$ cat config.mk
export PLATFORM = sky130hd
export DESIGN_NAME = frame_fetch_ctrl
export DESIGN_NICKNAME = d
export VERILOG_FILES = /design/src/rtl/rgb_yuv_pkg.sv /design/src/rtl/pix_skid_buf.sv /design/src/rtl/frame_fetch_ctrl.sv
export SDC_FILE = /design/constraint.sdc
export NUM_CORES = 1
export LEC_CHECK = 0
export CELL_PAD_IN_SITES_DETAIL_PLACEMENT = 0
export CELL_PAD_IN_SITES_GLOBAL_PLACEMENT = 2
export CORE_MARGIN = 3
export CORE_UTILIZATION = 35
export CTS_CLUSTER_SIZE = 12
export DETAILED_ROUTE_END_ITERATION = 12
export PLACE_DENSITY_LB_ADDON = 0.25
export SLEW_MARGIN = 15
export SYNTH_ARGS = -nofsm -noshare
export SYNTH_HDL_FRONTEND = slang
export SYNTH_HIERARCHICAL = 1
export SYNTH_SLANG_ARGS = --single-unit
$ cat constraint.sdc
create_clock -name clk -period 5.69 [get_ports clk]
set_clock_uncertainty 0.2 [all_clocks]
set_input_delay 0.8535 -clock clk [delete_from_list [all_inputs] [get_ports clk]]
set_output_delay 0.8535 -clock clk [all_outputs]
set_load 0.1 [all_outputs]
$ cat src/rtl/rgb_yuv_pkg.sv
// Shared types and default frame geometry for the RGB->YUV datapath.
package rgb_yuv_pkg;

   localparam int unsigned DEF_H_ACT        = 1280;
   localparam int unsigned DEF_V_ACT        = 720;
   localparam int unsigned DEF_PLANE_STRIDE = 1280;

   typedef logic [23:0] rgb_pix_t;

   // One stream beat: pixel plus its frame-position tags (27 bits).
   typedef struct packed {
      rgb_pix_t data;
      logic     sof;
      logic     eol;
      logic     eof;
   } pix_beat_t;

   typedef enum logic [2:0] {
      IDLE,
      FETCH,
      HGAP,
      DRAIN,
      DONE
   } fetch_state_t;

endpackage

$ cat src/rtl/pix_skid_buf.sv
// Two-entry FIFO between the combinational memory read and the pixel stream.
// The head entry is held in a register, so the stream data stays stable
// while the consumer stalls.
module pix_skid_buf
   import rgb_yuv_pkg::*;
(
   input  logic       clk,
   input  logic       rst,
   input  logic       push,
   input  pix_beat_t  push_beat,
   input  logic       pop,
   output logic [1:0] count,
   output pix_beat_t  head
);

   pix_beat_t ent [2];
   logic      wr_ptr;
   logic      rd_ptr;

   // Storage, pointers and occupancy; a push into a full buffer is only
   // issued together with a pop, so the overwritten slot is the one leaving.
   always_ff @(posedge clk or posedge rst) begin
      if (rst) begin
         ent[0] <= '0;
         ent[1] <= '0;
         wr_ptr <= 1'b0;
         rd_ptr <= 1'b0;
         count  <= '0;
      end else begin
         if (push) begin
            ent[wr_ptr] <= push_beat;
            wr_ptr      <= ~wr_ptr;
         end
         if (pop) begin
            rd_ptr <= ~rd_ptr;
         end
         case ({push, pop})
            2'b10:   count <= count + 2'd1;
            2'b01:   count <= count - 2'd1;
            default: count <= count;
         endcase
      end
   end

   assign head = ent[rd_ptr];

endmodule

$ cat src/rtl/frame_fetch_ctrl.sv
// Frame fetch controller: walks the planar frame, streams RGB pixels to the
// converter and registers the converter's YUV results as memory writes.
module frame_fetch_ctrl
   import rgb_yuv_pkg::*;
#(
   parameter int unsigned H_ACT        = DEF_H_ACT,
   parameter int unsigned V_ACT        = DEF_V_ACT,
   parameter int unsigned PLANE_STRIDE = DEF_PLANE_STRIDE,
   parameter int unsigned H_GAP        = 0
)(
   input  logic        clk,
   input  logic        rst,
   input  logic        start,
   input  logic [31:0] base_addr,
   output logic [31:0] mem_addr,
   output logic        mem_read,
   input  logic [23:0] mem_q,
   output logic        pix_valid,
   input  logic        pix_ready,
   output logic [23:0] pix_data,
   output logic        pix_sof,
   output logic        pix_eol,
   output logic        pix_eof,
   input  logic        yuv_valid,
   input  logic [7:0]  yuv_y,
   input  logic [7:0]  yuv_u,
   input  logic [7:0]  yuv_v,
   output logic        mem_write,
   output logic [7:0]  y_data,
   output logic [7:0]  u_data,
   output logic [7:0]  v_data,
   output logic        busy,
   output logic        frame_done,
   output logic        err_overrun
);

   localparam int unsigned XW          = (H_ACT > 1) ? $clog2(H_ACT) : 1;
   localparam int unsigned YW          = (V_ACT > 1) ? $clog2(V_ACT) : 1;
   localparam int unsigned GW          = (H_GAP > 1) ? $clog2(H_GAP) : 1;
   localparam int unsigned TOTAL       = H_ACT * V_ACT;
   localparam int unsigned LINE_STRIDE = 3 * PLANE_STRIDE;
   localparam logic [XW-1:0] X_LAST    = XW'(H_ACT - 1);
   localparam logic [YW-1:0] Y_LAST    = YW'(V_ACT - 1);
   localparam logic [GW-1:0] G_LAST    = GW'(H_GAP - 1);

   fetch_state_t  state, state_nxt;
   logic [31:0]   base_q, base_nxt;
   logic [31:0]   row_q, row_nxt;
   logic [XW-1:0] x_q, x_nxt;
   logic [YW-1:0] y_q, y_nxt;
   logic [GW-1:0] gap_q, gap_nxt;
   logic [31:0]   wr_cnt_q, wr_cnt_nxt;
   logic          rd_en;
   logic          pop;
   logic          start_acc;
   logic          wr_accept;
   logic          overrun;
   logic [1:0]    skid_cnt;
   pix_beat_t     push_beat;
   pix_beat_t     head;

   pix_skid_buf u_skid (
      .clk       (clk),
      .rst       (rst),
      .push      (rd_en),
      .push_beat (push_beat),
      .pop       (pop),
      .count     (skid_cnt),
      .head      (head)
   );

   assign pix_valid = (skid_cnt != 2'd0);
   assign pop       = pix_valid && pix_ready;
   assign pix_data  = head.data;
   assign pix_sof   = pix_valid && head.sof;
   assign pix_eol   = pix_valid && head.eol;
   assign pix_eof   = pix_valid && head.eof;
   assign start_acc = (state == IDLE) && start;
   assign busy      = (state inside {FETCH, HGAP, DRAIN});

   // Write-side acceptance; the count is updated before the drain check sees it.
   always_comb begin
      wr_accept  = yuv_valid && (state != IDLE) && (wr_cnt_q < TOTAL);
      overrun    = yuv_valid && !wr_accept;
      wr_cnt_nxt = wr_accept ? wr_cnt_q + 32'd1 : wr_cnt_q;
   end

   // Next-state, read issue and frame-walk counters.
   always_comb begin
      state_nxt = state;
      base_nxt  = base_q;
      row_nxt   = row_q;
      x_nxt     = x_q;
      y_nxt     = y_q;
      gap_nxt   = gap_q;
      rd_en     = 1'b0;
      case (state)
         IDLE: begin
            if (start) begin
               base_nxt  = base_addr;
               row_nxt   = '0;
               x_nxt     = '0;
               y_nxt     = '0;
               gap_nxt   = '0;
               state_nxt = FETCH;
            end
         end
         FETCH: begin
            rd_en = (skid_cnt < 2'd2) || pop;
            if (rd_en) begin
               if (x_q == X_LAST) begin
                  x_nxt   = '0;
                  y_nxt   = y_q + 1'b1;
                  row_nxt = row_q + LINE_STRIDE;
                  gap_nxt = '0;
                  if (y_q == Y_LAST) begin
                     state_nxt = DRAIN;
                  end else if (H_GAP > 0) begin
                     state_nxt = HGAP;
                  end
               end else begin
                  x_nxt = x_q + 1'b1;
               end
            end
         end
         HGAP: begin
            if (gap_q == G_LAST) begin
               state_nxt = FETCH;
            end else begin
               gap_nxt = gap_q + 1'b1;
            end
         end
         DRAIN: begin
            if ((skid_cnt == 2'd0) && (wr_cnt_nxt == TOTAL)) begin
               state_nxt = DONE;
            end
         end
         DONE: begin
            state_nxt = IDLE;
         end
         default: begin
            state_nxt = IDLE;
         end
      endcase
   end

   // Read port and the beat pushed alongside each read.
   always_comb begin
      mem_read       = rd_en;
      mem_addr       = rd_en ? (base_q + row_q + 32'(x_q)) : '0;
      push_beat.data = mem_q;
      push_beat.sof  = (x_q == '0) && (y_q == '0);
      push_beat.eol  = (x_q == X_LAST);
      push_beat.eof  = (x_q == X_LAST) && (y_q == Y_LAST);
   end

   // FSM state register.
   always_ff @(posedge clk or posedge rst) begin
      if (rst) begin
         state <= IDLE;
      end else begin
         state <= state_nxt;
      end
   end

   // Frame-walk registers.
   always_ff @(posedge clk or posedge rst) begin
      if (rst) begin
         base_q <= '0;
         row_q  <= '0;
         x_q    <= '0;
         y_q    <= '0;
         gap_q  <= '0;
      end else begin
         base_q <= base_nxt;
         row_q  <= row_nxt;
         x_q    <= x_nxt;
         y_q    <= y_nxt;
         gap_q  <= gap_nxt;
      end
   end

   // Registered write strobe, write count, overrun flag and completion pulse.
   always_ff @(posedge clk or posedge rst) begin
      if (rst) begin
         mem_write   <= 1'b0;
         y_data      <= '0;
         u_data      <= '0;
         v_data      <= '0;
         wr_cnt_q    <= '0;
         err_overrun <= 1'b0;
         frame_done  <= 1'b0;
      end else begin
         mem_write  <= wr_accept;
         frame_done <= (state == DONE);
         if (wr_accept) begin
            y_data <= yuv_y;
            u_data <= yuv_u;
            v_data <= yuv_v;
         end
         if (start_acc) begin
            wr_cnt_q    <= '0;
            err_overrun <= 1'b0;
         end else begin
            wr_cnt_q <= wr_cnt_nxt;
            if (overrun) begin
               err_overrun <= 1'b1;
            end
         end
      end
   end

endmodule
# Word-level counts from Yosys, hierarchy flattened
# Index checks and enable logic that the tools add are counted.
# W data, S select, Z words.
[classes] n_addsub=9 order_cmp=5 eq_ne=15 muxes=37 n_bitwise=4 reduce_logical=30
[op_table] operator="$mux W32" n=6
[op_table] operator="$mux W27" n=4
[op_table] operator="$pmux W32 S2" n=1
[op_table] operator="$bwmux W54" n=1
[op_table] operator="$mux W11" n=3
[op_table] operator="$add A32 B1 Y32 const B" n=1
[op_table] operator="$add A32 B11 Y32" n=1
[op_table] operator="$add A32 B12 Y32 const B" n=1
[op_table] operator="$add A32 B32 Y32" n=1
[op_table] operator="$eq A32 B20 Y1 const B" n=1
[op_table] operator="$lt A32 B20 Y1 const B" n=1
[op_table] operator="$mux W10" n=3
[op_table] operator="$demux W27 S1" n=1
[op_table] operator="$pmux W11 S2" n=1
[op_table] operator="$pmux W10 S2" n=1
[op_table] operator="$mux W3" n=6
[op_table] operator="$logic_and A1 B1 Y1" n=12
[op_table] operator="$pmux W3 S4" n=1
[op_table] operator="$add A11 B1 Y11 const B" n=1
[op_table] operator="$eq A11 B11 Y1 const B" n=1
[op_table] operator="$logic_not A11 Y1" n=1
[op_table] operator="$add A10 B1 Y10 const B" n=1
[op_table] operator="$eq A10 B10 Y1 const B" n=1
[op_table] operator="$logic_not A10 Y1" n=1
[op_table] operator="other kinds (28)" n=48
[word_totals] regBits=206 inputBits=85 output_inout_bits=89 elab_cells=124

# Longest topological paths before layout
# Gate-level depths: netlist of the first run.
[depth] word_depth=8 mapped_depth=12 depth_no_buf=11

# Hierarchy
# The synthesis of the first run kept the hierarchy.
[by_module_without_submodules] mod="frame_fetch_ctrl" n_inst=1 cells_each=921 area_each_um2=8508.2 seq_area_each_um2=3503.4
[by_module_without_submodules] mod="pix_skid_buf" n_inst=1 cells_each=158 area_each_um2=2518.7 seq_area_each_um2=1451.4

# Worst setup path before layout of the first run
# No wires, ideal clock.
[synth_path] path_type="register to output" startpoint="register row_q[9]" endpoint="output mem_addr[22]" t_arrival_ns=5.001 required_time_ns=4.637 path_slack_ns=-0.365 path_stages_with_launch=11 path_buffers=0 cell_sequence="dfrtp_1 fa_1 ha_1 nand4_1 or4b_1 and4b_1 o31ai_1 a31o_2 and2_1 o21ai_0 a211oi_1"
[synth_via] elab_chain_cells=3
[synth_rtl] item="start, declared" line="frame_fetch_ctrl.sv:48" source="logic [31:0] row_q, row_nxt;"
[synth_rtl] item="start signal, assigned" line="frame_fetch_ctrl.sv:176" source="row_q <= row_nxt;"
[synth_rtl] item="$add A32 B32 Y32" line="frame_fetch_ctrl.sv:150" source="mem_addr = rd_en ? (base_q + row_q + 32'(x_q)) : '0;"
[synth_rtl] item="$add A32 B11 Y32" line="frame_fetch_ctrl.sv:150"
[synth_rtl] item="$mux W32" line="frame_fetch_ctrl.sv:150"
[synth_rtl] item="end, declared" line="frame_fetch_ctrl.sv:15" source="output logic [31:0] mem_addr,"
# Every way passes these cells.

# Worst setup path in the final report of the first run
[layout_path] startpoint="register row_q[8]" endpoint="output mem_addr[18]"
# Same word-level chain as after synthesis.

==> impl_results.md, run 1 <==
- Status: finished, final reports clean
- Synth Register Bits: 198
- Post-cts resize count: 0
- Net count, final: ~1400
- Worst Path Required: 4.64 ns
- CTS Buf Count: 17
- Setup Fix Bufs, Post-CTS: 0
- Routability cong.: 0.804
- Tcrit/Tclk final: 0.940
- Final setup viols: 0
- IO Port Bufs: ~170
- DIE HEIGHT: between 150 and 200 um
- Reg clk slew, reported paths: 0.08 ns
- Maximum vdd drop: 0.237 mV
- Pwr dens: between 300 and 400 nW/um2
- R2R Setup Slk: a little under 2 ns
- Worst hold path type: flop to flop
- Die X: 183 um
- CP Max Fanout: 6
- Synth async-reset ratio: 1.00
- Post-Syn Area: approximately 11000 um2
- Core area: between 30000 and 40000 um2
- Clock Sinks: approximately 200
- Final Max Slew Viols: 0
- Final worst path period need: approximately 5.3 ns
- Vias in the first global route: between 8000 and 9000
- Most common cell after layout, fill and taps aside: dfrtp_1
- Share of cells above drive strength 1: 0.173
- Antenna diodes: 0
- Starting density of the core: 0.358
- Met2 Track Usage GR: 0.267
- Total gr overflow: 0
- R2r endpoint: state[1]$_DFFE_PP0P_
- CP Capture Type: output pin
- H-tree Lvls: 4
- Measured slew at the worst slew-check pin: between 1 and 1.5 ns
- Hold wc startpoint: y_data[4]$_DFFE_PP0N_
- Detailed Place HPWL: around 19000 um
- FF-to-FF path depth: 8
- DRC: 0
- Via count: ~8300
- Fmax: approximately 190 MHz
- Router iterations before antenna repair: 5
- RSZ-0062 raised after global routing: false
- Met1 Use GR: 0.228
- Synth cell types: 73
- Total negative slack: 0 ns
- Mean Syn Cell Area: between 10 and 15 um2
- Initial antenna violation count: 0
- Worst-Skew Late Latency: 0.45 ns
- Row Count: 64
- Critical path, cell by cell: fa_1 > ha_1 > nand4_1 > or4b_1 > and4b_1 > o31ai_1 > and3_1 > a311o_1 > xor2_1 > and2_1 > buf_12
- DRT iter0 DRCs: about 380
- Post-synthesis sequential area ratio: 0.449
- GRT Util Overall: 0.165
- GR peak layer: met2
- Leak Pwr: between 6 and 7 nW
- CP max-delay cell: or4b_1
- Clock root buffer: clkbuf_16
- Yosys warns: 6
- Synth Instances: roughly 1100
- Slew headroom: 0.289
- Fin util: 0.446
- Final hold violations: 0
- Max-Cap Viols: 0
- Die footprint: about 34000 um2
- Crit start category: flop
- Vias per Instance: slightly above 5
- FF-to-FF Start: state[0]$_DFFE_PP0P_
- P&R area growth vs syn: 24.8%
- Worst-case clock buffer depth: 2
- CTS tree: built
- Routed wire per std cell: between 15 and 20 um
- Worst path max stage delay: about 0.54 ns
- IO Pins: between 150 and 200
- Final ANT Viol Nets: 0
- EDFF count, synth: 0
- Hold EP: y_data[4]$_DFFE_PP0N_
- Commonest non-fill, non-tap cells in the layout: 198 x dfrtp_1, 140 x clkdlybuf4s50_1, 131 x nand2_1, 114 x mux2_2, 110 x nor2_1
- Worst hold path cell count: 2
- Met3 Use GR: 0.0315
- Post-Route WL: approximately 27000 um
- Top_reg_cell synth: dfrtp_1
- Global-route wire length before repair: about 45000 um
- Mapped Nets: approximately 1200
- Critical path class: flop to output pin
- Critical Path AT: around 4.3 ns
- Largest net degree at the start of global routing: 85
- Hold buffer count at cts: 0
-- routing by layer --
layer	vias up	wire, um
met5	-	0
met4	0	345
met3	18	1090
met2	155	12200
met1	4048	13200
li1	4112	-
-- state kept, by name (all words and copies together), names as in the netlist, 2 cells and up --
signal and flops:
state 3, y_q 10, wr_cnt_q 32, u_skid/count 2, row_q 24, base_q 32
v_data 8, u_data 8, u_skid/ent 54, x_q 11, y_data 8
-- cells in the mapped netlist, drive strengths merged, types with 2 or more instances --
cell type | number | area, um2
or2 | 4 | 25.0
o32ai | 2 | 17.5
o21a | 7 | 52.6
a21o | 9 | 67.6
fa | 4 | 80.1
buf | 21 | 143
o31ai | 4 | 35.0
nor4b | 2 | 17.5
clkbuf | 22 | 82.6
o21ai | 39 | 195
nor3b | 4 | 30.0
or4 | 3 | 22.5
or3 | 15 | 93.8
or4b | 3 | 33.8
o211ai | 3 | 22.5
nor2b | 21 | 131
a211oi | 6 | 45.0
nand4 | 27 | 169
and2 | 8 | 50.1
mux2i | 3 | 30.0
nand2b | 3 | 18.8
nor3 | 21 | 121
ha | 65 | 813
and4 | 5 | 43.8
nor4 | 13 | 109
a31o | 3 | 26.3
nor2 | 111 | 419
and3 | 12 | 75.1
xnor2 | 28 | 245
xor2 | 42 | 368
dfrtp | 198 | 4950
a31oi | 5 | 31.3
mux2 | 115 | 1300
o41ai | 3 | 33.8
inv | 29 | 109
nand3 | 25 | 130
nand2 | 132 | 498
o21bai | 3 | 22.5
a21oi | 43 | 219
-- power by group --
group          internal [mW]  switching [mW]  total (mW)
clock network          0.671           0.588        1.26
registers               1.68           0.193        1.87
logic                  0.732            1.49        2.22
total                   3.08            2.27        5.35
-- metrics by stage --
stage / instance area [um2] / hold WS (ns) / worst slack (ns) / power [mW] / std cells
5_1_grt: 13800 / 0.299 / 0.0978 / 5.65 / 1648
4_1_cts: 13800 / 0.280 / 0.344 / 5.43 / 1648
2_1_floorplan: 11000 / 0.250 / 0.264 / 3.61 / 1079
3_5_place_dp: 13200 / 0.262 / 0.835 / 4.13 / 1616
6_report: 13800 / 0.275 / 0.343 / 5.35 / 1648
3_3_place_gp: 13200 / 0.257 / 0.872 / 4.12 / 1616
-- area by class of cell --
class                   instances  area [um2]
fillers                      2976       17100
flip-flops and latches        198        4950
clock inverters                14         160
multi-input cells             808        5760
well taps                     396         495
inverters                      30         118
clock buffers                  18         439
repair buffers                184        1830
-- cell families after synthesis --
family	after synthesis	synth area share
AND/OR/NAND/NOR	413	0.184
flip-flops	198	0.449
AO/OA/AOI/OAI	138	0.0791
multiplexers	118	0.121
buffers and inverters	73	0.0306
XOR/XNOR	70	0.0556
adder cells (fa/ha/maj)	69	0.0810
-- critical path, delay by kind of cell, from the launching register on --
kind	cells	cell delay [ns]
AO/OA/AOI/OAI	2	0.70
XOR/XNOR	1	0.19
adder cells (fa/ha/maj)	2	0.84
buffers and inverters	1	0.18
flip-flops	1	0.47
AND/OR/NAND/NOR	5	1.45
-- how the worst max path moves through the flow --
stage                                from            to  slack [ns]  cells past startpoint
floorplan           row_q[10]$_DFFE_PP0P_  mem_addr[15]        0.26                      8
global placement       x_q[1]$_DFFE_PP0P_  mem_addr[31]        0.87                     12
detailed placement   row_q[9]$_DFFE_PP0P_  mem_addr[18]        0.83                     11
CTS                  row_q[8]$_DFFE_PP0P_  mem_addr[18]        0.34                     11
global route           x_q[1]$_DFFE_PP0P_  mem_addr[31]         0.1                     12
finish               row_q[8]$_DFFE_PP0P_  mem_addr[18]        0.34                     11
Power figures use the tool's default switching activity.
==> inputs of run 2 (changes only) <==
CELL_PAD_IN_SITES_DETAIL_PLACEMENT = 1   (was 0)
CELL_PAD_IN_SITES_GLOBAL_PLACEMENT = 1   (was 2)
CORE_UTILIZATION = 42   (was 35)
GPL_TIMING_DRIVEN = 0   (was default)
==> run 2 against run 1 <==
Count of clock-buffer cells in the layout is the same. Die area decreased by 16%. Fmax is 2.7% lower.
==> impl_results.md, run 2 (synthesis gave the netlist of run 1 again) <==
- Tot Pwr: 5.31 mW (-0.80%)
- Vias per Instance: 5.38 (+6.3%)
- Design Area, Final: 13800 um2 (about the same)
- Worst hold path type: flop to flop
- Cell count after placement: 1583 (-2.0%)
- Routed wire per std cell: 17.7 um (+8.7%)
- Total gr overflow: 0 (unchanged)
- Measured slew at the worst slew-check pin: 1.07 ns (+0.00408 ns)
- Starting density of the core: 0.433 (+0.0752)
- RSZ-0062 raised after global routing: false
- Net count, final: 1426 (+2.4%)
- FF-to-FF path depth: 10 (+2)
- Status: finished, final reports clean
- Critical path, cell by cell: fa_1 > ha_1 > nand4_1 > or4b_1 > and4b_1 > o31ai_1 > and3_1 > a311o_1 > xor2_1 > and2_1 > buf_2
- Critical Path Sink: mem_addr[18]
- Initial antenna violation count: 0 (unchanged)
- Worst Path Required: 4.64 ns (about the same)
- Commonest non-fill, non-tap cells in the layout: 198 x dfrtp_1, 157 x clkdlybuf4s50_1, 131 x nand2_1, 114 x mux2_2, 110 x nor2_1
- Post-Route WL: 28600 um (+6.6%)
- CP Max Fanout: 6 (unchanged)
- Maximum vdd drop: 0.457 mV (+93%)
- Critical Path AT: 4.44 ns (+0.15 ns)
- Die footprint: 28200 um2 (-16%)
- DRT iter0 DRCs: 433 (+15%)
- R2R Setup Slk: 1.83 ns (-0.16 ns)
- CTS Buf Count: 17 (unchanged)
- Max-Cap Viols: 0 (unchanged)
- Fin util: 0.540 (+0.0936)
- Slew headroom: 0.286 (-0.00273)
- Final worst setup slack: 0.197 ns (-0.146 ns)
- H-tree Lvls: 4 (unchanged)
- Final Max Slew Viols: 0 (unchanged)
- Routability cong.: 0.855 (+6.4%)
- Clock Sinks: 198 (unchanged)
- Clock root buffer: clkbuf_16
- Filler Cells Inserted: 2809 (-5.6%)
- CP Capture Type: output pin
- IO Pins: 174 (unchanged)
- Setup WS pre-CTS: -0.0606 ns (-0.896 ns)
- Critical path class: flop to output pin
- Fmax: 182 MHz (-2.7%)
- Share of cells above drive strength 1: 0.156 (-0.0177)
- Worst-Skew Late Latency: 0.43 ns (-0.02 ns)
- Top reg by flops: u_skid/ent
- FF-to-FF Start: state[1]$_DFFE_PP0P_
- Flip-flop count of the largest register after layout: 54 (unchanged)
- Detailed Place HPWL: 21300 um (+12%)
- Pwr dens: 386 nW/um2 (-0.75%)
- Row Count: 58 (-9.4%)
- CTS tree: built
- Worst path max stage delay: 0.51 ns (-0.03 ns)
- IO Port Bufs: 173 (unchanged)
- Leak Pwr: 6.34 nW (+0.65%)
- Reg clk slew, reported paths: 0.08 ns (about the same)
- Top flop regs: u_skid/ent: 54 flops, base_q: 32 flops, wr_cnt_q: 32 flops
- Router iterations before antenna repair: 4 (-1)
- Tcrit/Tclk final: 0.965 (+0.0256)
- P&R area growth vs syn: 24.7% (about the same)
- Setup Fix Bufs, Post-CTS: 0 (unchanged)
- Final worst path period need: 5.49 ns (+0.146 ns)
- Placed cell area: 13200 um2 (+0.53%)
- Layout Cells excl Fill: 1616 (-1.9%)
- Total negative slack: 0 ns (unchanged)
- Final hold violations: 0 (unchanged)
- Crit path from: x_q[9]$_DFFE_PP0P_
- CP max-delay cell: or4b_1
- Final setup viols: 0 (unchanged)
- Most common cell after layout, fill and taps aside: dfrtp_1
- GRT Util Overall: 0.205 (+0.0393)
- Final ANT Viol Nets: 0 (unchanged)
- Core area: 25500 um2 (-17%)
- Global-route wire length before repair: 47200 um (+5.6%)
- Crit start category: flop
- Vias in the first global route: 9245 (+7.9%)
- R2r endpoint: u_skid/ent[17]$_DFFE_PP0P_
- Largest net degree at the start of global routing: 107 (+26%)
- Via count: 8690 (+4.3%)
- Hold wc startpoint: y_data[0]$_DFFE_PP0N_
- Die X: 168 um (-8.4%)
- DRC: 0 (unchanged)
- Worst hold margin: 0.279 ns (+0.00430 ns)
- Worst-case clock buffer depth: 2 (unchanged)
- DIE HEIGHT: 168 um (-8.4%)
==> run 2: changes by cell type in the layout (fill, tap and decap cells not counted), moves of 2 or more <==
cell and change:
buf_4 -36, clkbuf_1 +23, clkdlybuf4s50_1 +17, buf_2 +12
buf_12 -8, buf_6 +7, clkbuf_2 +7, inv_8 +6
buf_1 +5, inv_6 -4, dlymetal6s2s_1 +3, bufinv_16 -2
clkdlybuf4s15_2 +2
==> run 2: worst min path at each step <==
stage                     cells past startpoint                     to
after floorplan                               2      gap_q$_DFFE_PP0P_
after global placement                        2  v_data[1]$_DFFE_PP0N_
after detailed placement                      2  y_data[0]$_DFFE_PP0N_
after CTS                                     2  y_data[0]$_DFFE_PP0N_
after global routing                          2  v_data[7]$_DFFE_PP0N_
final                                         2  y_data[0]$_DFFE_PP0N_
==> run 2: report_power, final <==
| part | internal, mW | switching, mW |
|---|---|---|
| registers | 1.68 | 0.194 |
| clock network | 0.584 | 0.599 |
| logic | 0.742 | 1.51 |
| total | 3.00 | 2.31 |
==> run 2: layout make-up <==
class / count / area [um2] / share of cell area
Sequential cell: 198 / 4950 / 0.360
Clock inverter: 14 / 133 / 0.00964
Inverter: 30 / 123 / 0.00892
Multi-Input combinational cell: 808 / 5750 / 0.418
Antenna cell: 1 / 2.50 / 0.000182
Clock buffer: 18 / 429 / 0.0312
Buffer: 43 / 225 / 0.0164
Tap cell: 330 / 413 / 0.0300
Timing Repair Buffer: 174 / 1720 / 0.125
==> run 2: timing repair <==
action                     CTS  global route
setup endpoints to repair   13            17
resized for setup           24            23
hold buffers                 0             0
==> run 2: per-layer routing <==
metal  up-vias  GRT usage  part of all wire
met4         0     0.0494             0.011
met3        23     0.0310             0.036
li1       4171          -                 -
met1      4344      0.276              0.46
met2       152      0.349              0.49
met5         -          0                 0
==> run 2: worst max-delay path, delay by kind of cell (launching register included) <==
kind	cells	cell delay, ns
adders and majority gates	2	0.89
xor gates and xnor gates	1	0.20
and+or+nand+nor	5	1.33
buffers and inverters	1	0.43
AOI/OAI and AO/OA	2	0.69
DFF	1	0.45
==> inputs of run 3 (changes only) <==
GPL_ROUTABILITY_DRIVEN = 0   (was default)
==> results of run 3 <==
The final DEF is identical to that of run 2; final timing and power are the same.
==> variant 1: new RTL, flow settings as in run 1 <==
`DEF_H_ACT`: 1280 -> 5120.
--- a/src/rtl/rgb_yuv_pkg.sv
+++ b/src/rtl/rgb_yuv_pkg.sv
@@ -3,3 +3,3 @@
 
-   localparam int unsigned DEF_H_ACT        = 1280;
+   localparam int unsigned DEF_H_ACT        = 5120;
    localparam int unsigned DEF_V_ACT        = 720;
Function: same outputs for any inputs over 4 cycles, from zero or initial values and one cycle with rst high; that may be too few to reach the edited logic, so the function may still have changed.
==> variant 1 against run 1 <==
- via count is 2.6% higher
- power up 18%
- wire length up 7.4%
- area after synthesis is 1.7% higher
- worst setup slack improved by 180 ps
- hold slack lost 9.4 ps
- synthesized cell count rose by 1.9%
- sequential cell count increased by 2
- cell area grew 1.4%
- cell count is 1.8% higher
==> variant 1: results (changes against run 1) <==
| Metric | Value |
|---|---|
| Placed cells | 1646 (+1.9%) |
| Crit path to | mem_addr[31] |
| Hold WS | 265 ps (-9.37 ps) |
| Share of cells above drive strength 1 | 16.0% (-1.3 points) |
| Net count after synthesis | 1253 (+1.6%) |
| Fin cells | 1678 (+1.8%) |
| Slew HR | 27.5% (-1.4 points) |
| Adder and majority cell fraction of the synthesized area | 8.10% (about the same) |
| Vias in the first global route | 8548 (-0.27%) |
| Multiplexer share of the synthesized area | 11.6% (-0.41 points) |
| Synth Instances | 1099 (+1.9%) |
| Clk tree area frac | 4.58% (+0.22 points) |
| CP arrival | 4120 ps (-170 ps) |
| Reg2reg end | u_skid/ent[32] |
| Netlist cell types | 68 (-6.8%) |
| Post-Synth XOR/XNOR Area | 5.93% (+0.37 points) |
| Leakage Power | 6.41 nW (+1.8%) |
| Vias/cell | 5.10 (+0.77%) |
| Outcome | finished clean |
| Fillers | 3003 (+0.91%) |
| DRT iter0 DRCs | 475 (+26%) |
| Register area share after synthesis | 44.6% (-0.32 points) |
| First-pass GRT wire length | 46700 um (+4.4%) |
| Worst R2R Setup Slack | 1840 ps (-150 ps) |
| Max IR drop VDD | 0.000358 V (+51%) |
| Worst path top cell family by delay | compound AO/OA/AOI/OAI gates |
==> variant 1: cell count changes after synthesis, sizes merged, moves of 7 or more <==
cell | before | now
xnor2 | 28 | 37
nand3 | 25 | 39
nor2b | 21 | 8
o21ai | 39 | 32
nor3 | 21 | 31
==> variant 1: kinds of logic after synthesis <==
| group | Yosys count |
|---|---|
| simple gates | 431 |
| flops | 200 |
| compound gates | 139 |
| mux | 116 |
| xor+xnor | 76 |
| fa+ha+maj | 69 |
| buf+inv | 68 |
==> variant 1: stage by stage <==
stage          instance area, um^2  setup slack, ps  util [%]
6_report                     13900              521      44.9
5_1_grt                      13900              126      44.9
4_1_cts                      13900              492      44.9
3_5_place_dp                 13300             1030      42.8
3_3_place_gp                 13300             1090      42.8
2_1_floorplan                11200             72.7         -
==> variant 1: metal layers <==
layer | vias up | routed length [um] | GRT usage (%)
li1 | 4214 | - | -
met1 | 4151 | 14600 | 25.2
met2 | 166 | 12700 | 26.4
met3 | 19 | 1200 | 3.30
met4 | 0 | 350 | 3.90
met5 | - | 0 | 0
==> variant 2: new RTL, flow settings as in run 1 <==
Made on the original files. `x_q` and `y_q` no longer have a reset.
--- a/src/rtl/frame_fetch_ctrl.sv
+++ b/src/rtl/frame_fetch_ctrl.sv
@@ -170,4 +170,2 @@
          row_q  <= '0;
-         x_q    <= '0;
-         y_q    <= '0;
          gap_q  <= '0;
@@ -176,6 +174,9 @@
          row_q  <= row_nxt;
-         x_q    <= x_nxt;
-         y_q    <= y_nxt;
          gap_q  <= gap_nxt;
       end
+   end
+
+   always_ff @(posedge clk) begin
+      x_q <= x_nxt;
+      y_q <= y_nxt;
    end
Check against the original RTL: same outputs for any inputs over 4 cycles, from zero or initial values and one cycle with rst high; that may be too few to reach the edited logic, so the function may still have changed.
==> variant 2 against run 1 <==
- power grew 28%
- sequential power up 9%
- worst setup slack gained 35 ps
- first-iteration DRC count fell by 3.7%
- cell area is essentially flat
- maximum frequency up 0.66%
- largest power group unchanged
- sequential cell count did not move
- area after synthesis is 0.58% higher
- register-to-register slack lost 140 ps
- wire length shrank 0.48%
==> variant 2: results (changes against run 1) <==
| Metric | Value |
|---|---|
| Vias in the first global route | 8560 (-0.13%) |
| Post-DP Area | 0.0132 mm^2 (+0.17%) |
| Crit path to | mem_addr[30] |
| Reg2reg end | row_q[30] |
| CP arrival | 4260 ps (-30 ps) |
| Clk tree area frac | 4.16% (-0.19 points) |
| Net count after synthesis | 1201 (-2.6%) |
| Most frequent cells after synthesis | dfrtp_1, nand2_1, mux2_2, nor2_1, ha_1 |
| Number of non-clock buffers in the layout | 183 (-0.54%) |
| NumNets Final | 1369 (-1.7%) |
| Sequential cell area | 0.00506 mm^2 (+2.1%) |
| DRT iter0 DRCs | 364 (-3.7%) |
| First-pass iteration count of the detailed router | 6 (+1) |
| Outcome | finished clean |
| Fillers | 3010 (+1.1%) |
| Total power | 6.84 mW (+28%) |
| Gpl congestion | 0.797 (-0.88%) |
| Vias/cell | 5.04 (-0.28%) |
| Hold Startpoint | u_data[1] |
| Worst R2R Setup Slack | 1850 ps (-140 ps) |
| Origin of the worst setup path | x_q[10] |
| Multi-input combinational area share | 41.7% (-0.14 points) |
| #MultiIn Comb | 783 (-3.1%) |
| Clock Buffer Count | 20 (+2) |
| Synth async-reset ratio | 89.4% (-11 points) |
| HPWL Detailed | 19100 um (+0.32%) |
| Non-clk buf share | 12.9% (-0.46 points) |
| P_comb | 3.59 mW (+62%) |
| Clock network power | 1.21 mW (-4%) |
| Fin crit period | 5310 ps (-35.3 ps) |
| Max IR drop VDD | 0.000320 V (+35%) |
[variant 2: worst max-delay path: stages (launching register included)]
cell       delay (ps)
edfxtp_1          510
fa_1              470
ha_1              340
and3_1            210
a221oi_1          470
a2bb2oi_1         240
a21oi_1           180
o41ai_2           490
o22ai_1           210
or3_1             370
nand3_1           120
buf_12            190
[variant 2: cell families after synthesis]
kind of cell / count (synthesis) / share of synthesized area (%)
AOI/OAI and AO/OA: 123 / 7.89
xor gates and xnor gates: 77 / 6.08
adders and majority gates: 69 / 8.06
buffers and inverters: 66 / 2.74
DFF: 198 / 45.6
muxes: 117 / 11.9
and+or+nand+nor: 397 / 17.7
[variant 2: per-layer routing]
layer	global-route usage (%)	vias up	wire length, um
met5	0	-	0
met4	4.45	0	280
met1	22.6	3979	13200
li1	-	4037	-
met2	25.5	153	11900
met3	4.23	15	1430
[variant 2: timing repair]
| item | in CTS | in global routing |
|---|---|---|
| gates resized for setup | 0 | 1 |
| endpoints found under the setup margin | 0 | 1 |
| buffers inserted | 0 | 0 |
